[config.mk]
export PLATFORM = sky130hd
export DESIGN_NAME = vga_sync_generator
export DESIGN_NICKNAME = d
export VERILOG_FILES = /design/src/rtl/vga_sync_generator.sv
export SDC_FILE = /design/constraint.sdc
export NUM_CORES = 1
export LEC_CHECK = 0
export BUFFER_PORTS_ARGS = -buffer_cell sky130_fd_sc_hd__buf_2
export CORE_MARGIN = 2
export CORE_UTILIZATION = 40
export CTS_CLUSTER_DIAMETER = 120
export DETAILED_ROUTE_END_ITERATION = 6
export GPL_TIMING_DRIVEN = 0
export PLACE_DENSITY_LB_ADDON = 0.05
export SLEW_MARGIN = 20
export SYNTH_ARGS = -nofsm -noshare
export SYNTH_HDL_FRONTEND = slang
export SYNTH_SLANG_ARGS = --single-unit
export TNS_END_PERCENT = 1
[constraint.sdc]
create_clock -name clk_25MHz -period 4.8 [get_ports clk_25MHz]
set_clock_uncertainty 0.2 [all_clocks]
set_input_delay 0.96 -clock clk_25MHz [delete_from_list [all_inputs] [get_ports clk_25MHz]]
set_output_delay 0.96 -clock clk_25MHz [all_outputs]
set_load 0.01 [all_outputs]
[src/rtl/vga_sync_generator.sv]
// Decodes free-running H/V pixel counts into VGA sync, active-video, pixel
// coordinates and line/frame markers, all delayed by LATENCY register stages.
module vga_sync_generator #(
  parameter int   H_VISIBLE   = 640,
  parameter int   H_FP        = 16,
  parameter int   H_SYNC      = 96,
  parameter int   H_BP        = 48,
  parameter int   V_VISIBLE   = 480,
  parameter int   V_FP        = 10,
  parameter int   V_SYNC      = 2,
  parameter int   V_BP        = 33,
  parameter int   LATENCY     = 2,
  parameter logic SYNC_ACTIVE = 1'b0
) (
  input  logic        clk_25MHz,
  input  logic        reset,
  input  logic [15:0] H_Count,
  input  logic [15:0] V_Count,
  output logic        Hsync,
  output logic        Vsync,
  output logic        video_on,
  output logic [9:0]  pixel_x,
  output logic [9:0]  pixel_y,
  output logic        line_start,
  output logic        frame_start,
  output logic [7:0]  frame_count,
  output logic        count_error
);

  localparam logic [15:0] H_VIS_LIM    = 16'(H_VISIBLE);
  localparam logic [15:0] H_SYNC_START = 16'(H_VISIBLE + H_FP);
  localparam logic [15:0] H_SYNC_END   = 16'(H_VISIBLE + H_FP + H_SYNC - 1);
  localparam logic [15:0] H_MAX        = 16'(H_VISIBLE + H_FP + H_SYNC + H_BP - 1);
  localparam logic [15:0] V_VIS_LIM    = 16'(V_VISIBLE);
  localparam logic [15:0] V_SYNC_START = 16'(V_VISIBLE + V_FP);
  localparam logic [15:0] V_SYNC_END   = 16'(V_VISIBLE + V_FP + V_SYNC - 1);
  localparam logic [15:0] V_MAX        = 16'(V_VISIBLE + V_FP + V_SYNC + V_BP - 1);

  typedef struct packed {
    logic       hsync;
    logic       vsync;
    logic       video_on;
    logic [9:0] x;
    logic [9:0] y;
    logic       line_start;
    logic       frame_start;
  } bundle_t;

  localparam bundle_t IDLE = '{
    hsync:       ~SYNC_ACTIVE,
    vsync:       ~SYNC_ACTIVE,
    video_on:    1'b0,
    x:           10'd0,
    y:           10'd0,
    line_start:  1'b0,
    frame_start: 1'b0
  };

  logic    h_vis;
  logic    v_vis;
  logic    h_sync_on;
  logic    v_sync_on;
  bundle_t decode;

  bundle_t    stage_d [LATENCY];
  bundle_t    stage_q [LATENCY];
  logic [7:0] frame_count_d;
  logic [7:0] frame_count_q;
  logic       count_error_d;
  logic       count_error_q;

  // Out-of-range counts fail every window test, so they decode as blanking.
  always_comb begin
    h_vis     = H_Count < H_VIS_LIM;
    v_vis     = V_Count < V_VIS_LIM;
    h_sync_on = (H_Count >= H_SYNC_START) && (H_Count <= H_SYNC_END);
    v_sync_on = (V_Count >= V_SYNC_START) && (V_Count <= V_SYNC_END);

    decode             = IDLE;
    decode.hsync       = h_sync_on ? SYNC_ACTIVE : ~SYNC_ACTIVE;
    decode.vsync       = v_sync_on ? SYNC_ACTIVE : ~SYNC_ACTIVE;
    decode.video_on    = h_vis && v_vis;
    decode.x           = (h_vis && v_vis) ? H_Count[9:0] : 10'd0;
    decode.y           = (h_vis && v_vis) ? V_Count[9:0] : 10'd0;
    decode.line_start  = (H_Count == 16'd0);
    decode.frame_start = (H_Count == 16'd0) && (V_Count == 16'd0);
  end

  always_comb begin
    stage_d[0] = decode;
    for (int i = 1; i < LATENCY; i++) begin
      stage_d[i] = stage_q[i-1];
    end
  end

  // Counting the bundle entering the last stage keeps frame_count aligned
  // with the frame_start pulse seen at the outputs.
  always_comb begin
    frame_count_d = frame_count_q;
    if (stage_d[LATENCY-1].frame_start) begin
      frame_count_d = frame_count_q + 8'd1;
    end
    count_error_d = count_error_q || (H_Count > H_MAX) || (V_Count > V_MAX);
  end

  always_ff @(posedge clk_25MHz or posedge reset) begin
    if (reset) begin
      for (int i = 0; i < LATENCY; i++) begin
        stage_q[i] <= IDLE;
      end
      frame_count_q <= 8'd0;
      count_error_q <= 1'b0;
    end else begin
      for (int i = 0; i < LATENCY; i++) begin
        stage_q[i] <= stage_d[i];
      end
      frame_count_q <= frame_count_d;
      count_error_q <= count_error_d;
    end
  end

  assign Hsync       = stage_q[LATENCY-1].hsync;
  assign Vsync       = stage_q[LATENCY-1].vsync;
  assign video_on    = stage_q[LATENCY-1].video_on;
  assign pixel_x     = stage_q[LATENCY-1].x;
  assign pixel_y     = stage_q[LATENCY-1].y;
  assign line_start  = stage_q[LATENCY-1].line_start;
  assign frame_start = stage_q[LATENCY-1].frame_start;
  assign frame_count = frame_count_q;
  assign count_error = count_error_q;

endmodule

### After elaboration in Yosys (flattened, before gate mapping)

Index checks and enable logic that the tools add are counted.

| operators by class | value |
|---|---|
| add/subtract/negate cells | 1 |
| magnitude comparators | 8 |
| mux-type cells | 4 |
| reduce and logical (&&, ||, !) cells | 8 |

Operators by type and width:

| kind | number |
|---|---|
| > comparator 16 x 10 -> 1 bit (second input constant) | 2 |
| zero test 16 bit | 2 |
| 2-to-1 mux 10 bit | 2 |
| greater-or-equal comparator 16 x 10 -> 1 bit (second input constant) | 1 |
| greater-or-equal comparator 16 x 9 -> 1 bit (second input constant) | 1 |
| less-or-equal comparator 16 x 10 -> 1 bit (second input constant) | 1 |
| less-or-equal comparator 16 x 9 -> 1 bit (second input constant) | 1 |
| less-than comparator 16 x 10 -> 1 bit (second input constant) | 1 |
| less-than comparator 16 x 9 -> 1 bit (second input constant) | 1 |
| adder 8 x 1 -> 8 bit (second input constant) | 1 |
| logical AND 1 bit | 4 |
| logical OR 1 bit | 2 |
| 2-to-1 mux 1 bit | 2 |

| word-level totals | value |
|---|---|
| bits in registers | 59 |
| input port bits | 34 |
| output and inout bits | 34 |
| word-level logic and storage cells | 37 |

### Logic depth before layout (Yosys ltp)

Gate-level depths: netlist of run 1.

| depth | value |
|---|---|
| depth after elaboration | 3 |
| depth in mapped cells | 4 |

### Worst setup path before layout of run 1

Ideal clock, no wire load.

| timing path | value |
|---|---|
| path type | in2reg |
| start point | input port H_Count[15] |
| end point | register count_error_q (netlist: count_error) |
| library setup time | 0.129 ns |
| data arrival time | 1.883 ns |
| required time | 4.471 ns |
| setup slack | 2.588 ns |
| stages | 4 |
| cells stage by stage | nor4_4 -> nand4_2 -> buf_6 -> a2111o_1 |

| between the ends | value |
|---|---|
| word-level cells in the longest chain between the ends | 3 |

RTL lines:

| what | line | source |
|---|---|---|
| start, declared | 17 | `input logic [15:0] H_Count,` |
| > comparator 16 x 10 -> 1 bit | 103 | `count_error_d = count_error_q \|\| (H_Count > H_MAX) \|\| (V_Count > V_MAX);` |
| logical OR 1 bit (2 in a row) | 103 |  |
| via count_error_d | 69 | `logic count_error_d;` |
| end signal, assigned | 118 | `count_error_q <= count_error_d;` |
| end, declared | 70 | `logic count_error_q;` |

The timed path passes the listed nets, and every way through them passes these cells.
A chain may end at the register's enable or synchronous reset.

### Worst setup path in the final report of run 1

| timing path | value |
|---|---|
| start point | register stage_q (netlist bit Hsync) |
| end point | output port Hsync |

RTL lines:

| what | line | source |
|---|---|---|
| start, declared | 66 | `bundle_t stage_q [LATENCY];` |
| start signal, assigned by index | 115 | `stage_q[i] <= stage_d[i];` |
| end, declared | 19 | `output logic Hsync,` |

No word-level cell between the ends.

==> impl_metrics.json, run 1 <==
{
  "outcome": "complete, no violations",
  "io_pins": 68,
  "fp.dieW_um": 78.0,
  "area_growth_pct": 29.1,
  "start_kind": "flip-flop",
  "period_needed_ns": 2.11,
  "io_buffers": 67,
  "first_global_vias": 1556,
  "die_area_um2": 6090,
  "numCtsBuffers": 9,
  "setup_viol": 0,
  "placed_area_um2": 2620,
  "clk-insertion-delay-late_ns": 0.32,
  "irDropWorstVdd_mv": 0.177,
  "crit_fanout": 1,
  "grt_usage": 0.154,
  "avgSynthCellArea_um2": 14.1,
  "final_util": 0.544,
  "fillCellCount": 474,
  "arrival_ns": 0.95,
  "p_per_area_nw_per_um2": 359,
  "wirelength_mm": 4.35,
  "cts.sinks": 59,
  "grt_max_degree": 60,
  "path_buf_inv": 1,
  "crit_type": "reg2out",
  "required_ns": 3.64,
  "cap_violations": 0,
  "postSynthCellCount": 156,
  "instances_no_fill": 309,
  "rsz0062_at_grt": "false",
  "max_clock_freq_mhz": 473,
  "place_hpwl_mm": 3.07,
  "wl_per_cell_um": 14.1,
  "drv_slew": 0,
  "relSlewSlack": 0.525,
  "power_w": 0.00101,
  "yosysUniqueCellTypes": 30,
  "drc_errors": 0,
  "worst_pin_slew_ns": 0.712,
  "min_period_over_period": 0.440,
  "cp-end-kind": "output pin",
  "core_region_area_um2": 5200,
  "cp_top_family": "flip-flops",
  "min_path_type": "reg2reg",
  "synth_largest_area_cell": "dfrtp_1",
  "tns_ns": 0,
  "syn_nets": 191,
  "cts_tree": "done",
  "syn_area_um2": 2190,
  "synthTopCellsByArea": "dfrtp_1 63%, nor4_2 11%, dfstp_2 4.8%",
  "cts_hold_buf": 0,
  "postCtsSetupBuffers": 0,
  "clk_pin_slew_worst_paths_ns": 0.06,
  "antennaDiodeCount": 0,
  "grt-ovfl-total": 0,
  "p_leak_nw": 1.43,
  "crit_slowest_cell": "dfstp_2",
  "vias": 1507,
  "place_congestion": 0.767,
  "post_cts_resized": 0,
  "die-height_um": 78.0,
  "yosys_warnings": 0,
  "grt_antenna_before_repair": 0,
  "htree_num_levels": 3,
  "initial_utilization": 0.421,
  "firstDrtPassIters": 4,
  "max_stage_delay_ns": 0.52,
  "cts-root-buf": "clkbuf_8",
  "place_inst": 293,
  "layout_commonest_cell": "buf_2",
  "design_area_um2": 2830,
  "layout_common_cells": "69 x buf_2, 55 x dfrtp_1, 22 x nand2_1, 20 x nor4_2, 12 x clkbuf_8",
  "initialDrtViolationCount": 76,
  "nets": 269,
  "ys_seq_area_frac": 0.676,
  "clk_path_buf_depth": 2,
  "grt_pass1_wl_mm": 7.19,
  "critical_path.cell_chain": "buf_2",
  "num_rows": 26,
  "yosysTopAreaCellShare": 0.628,
  "hold_viol": 0,
  "synth_seq_cells": 59,
  "drive_above_1_share": 0.481,
  "viasPerCell": 4.88,
  "ant_nets": 0
}
==> final timing paths <==
path,startpoint,to,slack [ns],cells after the start
hold / removal,stage_d[20]$_DFF_PP0_,pixel_x[8]$_DFF_PP0_,0.15,0
setup reg to reg,stage_d[0]$_DFF_PP0_,frame_count[5]$_DFFE_PP0P_,3.48,3
hold reg to reg,stage_d[20]$_DFF_PP0_,pixel_x[8]$_DFF_PP0_,0.15,0
max in group asynchronous,reset,count_error$_DFF_PP0_,3.38,2
setup / recovery,Hsync$_DFF_PP1_,Hsync,2.69,1
min in group asynchronous,reset,pixel_y[9]$_DFF_PP0_,0.55,2
==> registers in the layout, summed over array words and instances (netlist names) <==
name,count
video_on,1
frame_count,8
Hsync,1
pixel_x,10
line_start,1
Vsync,1
stage_d,25
count_error,1
pixel_y,10
frame_start,1
==> cells by family (layout without fill, tap and decap cells) <==
group | after synthesis | after routing | share of synthesized area
adders and majority gates | 1 | 1 | 0.00571
DFF | 59 | 59 | 0.676
xor gates and xnor gates | 7 | 7 | 0.0280
AOI/OAI and AO/OA | 2 | 2 | 0.00856
muxes | 1 | 1 | 0.00514
other | 1 | 1 | 0.00171
and+or+nand+nor | 75 | 75 | 0.250
buffers and inverters | 10 | 93 | 0.0251
==> layer usage <==
| layer | vias up | GRT usage | share of wire |
|---|---|---|---|
| li1 | 707 | - | - |
| met1 | 738 | 0.191 | 0.44 |
| met2 | 56 | 0.247 | 0.48 |
| met3 | 6 | 0.0437 | 0.066 |
| met4 | 0 | 0.0807 | 0.014 |
| met5 | - | 0 | 0 |
==> final cells by class <==
| class | count | area, um^2 | area share |
|---|---|---|---|
| well taps | 70 | 87.6 | 0.0309 |
| inverters | 2 | 10.0 | 0.00354 |
| multi-input cells | 87 | 656 | 0.232 |
| repair buffers | 67 | 335 | 0.118 |
| plain buffers | 8 | 47.5 | 0.0168 |
| clock inverters | 4 | 47.5 | 0.0168 |
| clock buffers | 12 | 165 | 0.0584 |
| flip-flops and latches | 59 | 1480 | 0.523 |
==> power breakdown <==
group	leakage, nW	switching, W	internal, W	total [W]
logic	0.522	0.0000365	0.0000170	0.0000536
registers	0.801	0.000000210	0.000498	0.000499
clock network	0.108	0.000182	0.000280	0.000462
==> cell usage after synthesis, drive strengths merged <==
master and number:
nand4 8, nand4b 1, or4 1, or3 1
a2111o 1, dfstp 4, o211ai 1, nor2 6
and4 1, nand3 2, nor4 24, nand2 22
ha 1, xor2 3, xnor2 4, conb 1
inv 2, buf 4, clkbuf 4, and3 2
nor4b 1, dfrtp 55, nand3b 1, nand2b 1
mux2 1, nor3 4
==> through the flow <==
stage	hold WS, ns	setup slack, ns
after floorplan	0.131	2.19
after global placement	0.132	1.62
after detailed placement	0.135	2.37
after CTS	0.150	2.66
after global routing	0.156	2.63
final	0.148	2.69
Power figures use the tool's default switching activity.
==> run 2, diff against run 1 <==
Settings changed: ABC_AREA from default to 1.
Clock period 4.8 ns to 1.96 ns, I/O delays scaled along.
==> run 2 against run 1 <==
Against the previous run:
- sequential power is 140% higher
- sequential share of layout area is 3.3 points lower
- count of clock-buffer cells in the layout is 1 lower
- hold slack worse by 0.035 ns
- final cell count is 18% higher
- utilization is 0.096 points higher
- register-to-register slack worse by 2.9 ns
- combinational power is 140% higher
- via count is 4.9% higher
- synthesized area is 5.6% higher
- die area is 5.3% higher
- synthesized cell count is 33% higher
- critical endpoint unchanged
- largest power group unchanged
==> impl_metrics.json, run 2 <==
{
  "outcome": "complete, no violations",
  "clk-insertion-delay-late_ns": 0.32,
  "cts_hold_buf": 1,
  "num_rows": 27,
  "postCtsSetupBuffers": 0,
  "worstReg2RegEnd": "frame_count[6]$_DFFE_PP0P_",
  "crit_type": "reg2out",
  "core_region_area_um2": 5540,
  "first_global_vias": 1503,
  "period_needed_ns": 1.56,
  "place_congestion": 0.796,
  "p_comb_frac": 0.050,
  "min_period_over_period": 0.796,
  "synth_edf_count": 0,
  "cp-end-kind": "output pin",
  "grt_antenna_before_repair": 0,
  "fp.dieW_um": 80.1,
  "cts_tree": "done",
  "cts-root-buf": "clkbuf_8",
  "grt_usage": 0.139,
  "die-height_um": 80.1,
  "firstDrtPassIters": 4,
  "grt_max_degree": 27,
  "ys_seq_area_frac": 0.640,
  "drv_slew": 0,
  "clk_path_buf_depth": 2,
  "p_leak_nw": 1.73,
  "synth_seq_cells": 59,
  "start_kind": "flip-flop",
  "antennaDiodeCount": 0,
  "nets": 323,
  "min_from": "H_Count[4]",
  "max_clock_freq_mhz": 641,
  "yosys_warnings": 0,
  "ant_nets": 0,
  "critical_path.cell_chain": "buf_2",
  "initial_utilization": 0.418,
  "crit_slowest_cell": "dfstp_2",
  "synth_most_common_cell": "dfrtp_1",
  "postSynthCellCount": 207,
  "rrSetupSlack_ns": 0.58,
  "drc_errors": 0,
  "cp_top_family": "flip-flops",
  "vias": 1581,
  "max_stage_delay_ns": 0.52,
  "cap_violations": 0,
  "internal-power_w": 0.00201,
  "viasPerCell": 4.34,
  "ys_top_cells_by_count": "55 x dfrtp_1, 36 x inv_1, 29 x nand2_1, 20 x nor3_2, 19 x nor2_1",
  "arrival_ns": 0.97,
  "wirelength_mm": 3.99,
  "initialDrtViolationCount": 32,
  "path_buf_inv": 1,
  "synthTopCellsByArea": "dfrtp_1 59%, nor3_2 8.6%, inv_1 5.8%",
  "hold_viol": 0,
  "irDropWorstVdd_mv": 0.519,
  "crit_fanout": 1,
  "min_path_type": "in2reg",
  "post_cts_resized": 0,
  "netSwitchingFraction": 0.206,
  "p_per_area_nw_per_um2": 841,
  "htree_num_levels": 3,
  "clk_pin_slew_worst_paths_ns": 0.06,
  "syn_nets": 242,
  "layout_common_cells": "67 x buf_2, 55 x dfrtp_1, 35 x inv_1, 29 x nand2_1, 20 x nor3_2",
  "reg2reg_from": "frame_count[0]$_DFFE_PP0P_",
  "largest_reg_flops": 25,
  "cts.sinks": 59,
  "min_to": "stage_d[16]$_DFF_PP0_",
  "syn_area_um2": 2310,
  "rsz0062_at_grt": "false",
  "io_pins": 68,
  "yosysTopAreaCellShare": 0.595,
  "setup_viol": 0,
  "hold_depth": 3,
  "synth-async-reset-ratio": 1.00,
  "fillCellCount": 527,
  "p_clk_frac": 0.469,
  "seq_area_um2": 1480,
  "numCtsBuffers": 9,
  "die_area_um2": 6410,
  "place_hpwl_mm": 3.02,
  "area_growth_pct": 30.4,
  "final_util": 0.545,
  "required_ns": 1.37,
  "layout_commonest_cell": "buf_2",
  "avgSynthCellArea_um2": 11.2,
  "synth_largest_area_cell": "dfrtp_1",
  "power_switching_w": 0.000524,
  "io_buffers": 67,
  "grt-ovfl-total": 0,
  "wl_per_cell_um": 10.9,
  "seqPwrFrac": 0.481,
  "multiInputGateArea_um2": 648,
  "tns_ns": 0,
  "rr_worst_depth": 5,
  "grt_pass1_wl_mm": 6.57,
  "ys.flop_type": "dfrtp_1",
  "drive_above_1_share": 0.418,
  "yosysUniqueCellTypes": 25
}
[run 2: how the worst max path moves through the flow]
stage / from / end / slack [ns] / depth (start not counted)
6_report: Hsync$_DFF_PP1_ / Hsync / 0.40 / 1
5_1_grt: Vsync$_DFF_PP1_ / Vsync / 0.37 / 1
4_1_cts: Hsync$_DFF_PP1_ / Hsync / 0.38 / 1
3_5_place_dp: H_Count[14] / stage_d[10]$_DFF_PP0_ / 0.33 / 8
3_3_place_gp: reset / stage_d[12]$_DFF_PP0_ / 0.31 / 2
2_1_floorplan: H_Count[14] / stage_d[10]$_DFF_PP0_ / 0.54 / 7
[run 2: power by group through the flow]
| stage | Sequential (W) | Clock (W) | Combinational, W |
|---|---|---|---|
| after floorplan | 0.00124 | 0 | 0.0000589 |
| after CTS | 0.00122 | 0.00124 | 0.000130 |
| after global routing | 0.00122 | 0.00130 | 0.000145 |
| after detailed placement | 0.00124 | 0 | 0.000128 |
| final | 0.00122 | 0.00119 | 0.000127 |
| after global placement | 0.00124 | 0 | 0.000116 |
[run 2: kinds of logic (layout without fill, tap and decap cells)]
logic type	count (synthesis)	in the layout	share of synthesized area
fa+ha+maj	1	1	0.00540
other cells	1	1	0.00162
simple gates	94	94	0.238
xor+xnor	6	6	0.0227
buf+inv	41	126	0.0800
compound gates	5	5	0.0119
flops	59	59	0.640
[run 2: per-stage QoR]
| stage | std cells | hold WS [ns] | total power (W) | setup slack [ns] | cell area, um^2 |
|---|---|---|---|---|---|
| finish | 364 | 0.113 | 0.00254 | 0.399 | 3020 |
| global route | 364 | 0.104 | 0.00266 | 0.367 | 3020 |
| CTS | 364 | 0.0881 | 0.00259 | 0.378 | 3020 |
| detailed placement | 348 | 0.138 | 0.00137 | 0.325 | 2790 |
| global placement | 346 | 0.131 | 0.00136 | 0.311 | 2740 |
| floorplan | 207 | 0.131 | 0.00130 | 0.538 | 2320 |
[run 2: cell type report]
type	count	share of cell area
flip-flops and latches	59	0.491
inverters	38	0.0485
repair buffers	70	0.130
clock buffers	11	0.0468
clock inverters	4	0.0249
multi-input cells	107	0.215
well taps	72	0.0299
plain buffers	3	0.0141
[run 2: layer usage]
layer	track usage	part of all wire	vias to the layer above	wire length, um
met3	0.0539	0.074	6	295
met5	0	0	-	0
met1	0.178	0.46	725	1830
met2	0.203	0.45	51	1800
met4	0.0763	0.017	0	66
li1	-	-	799	-
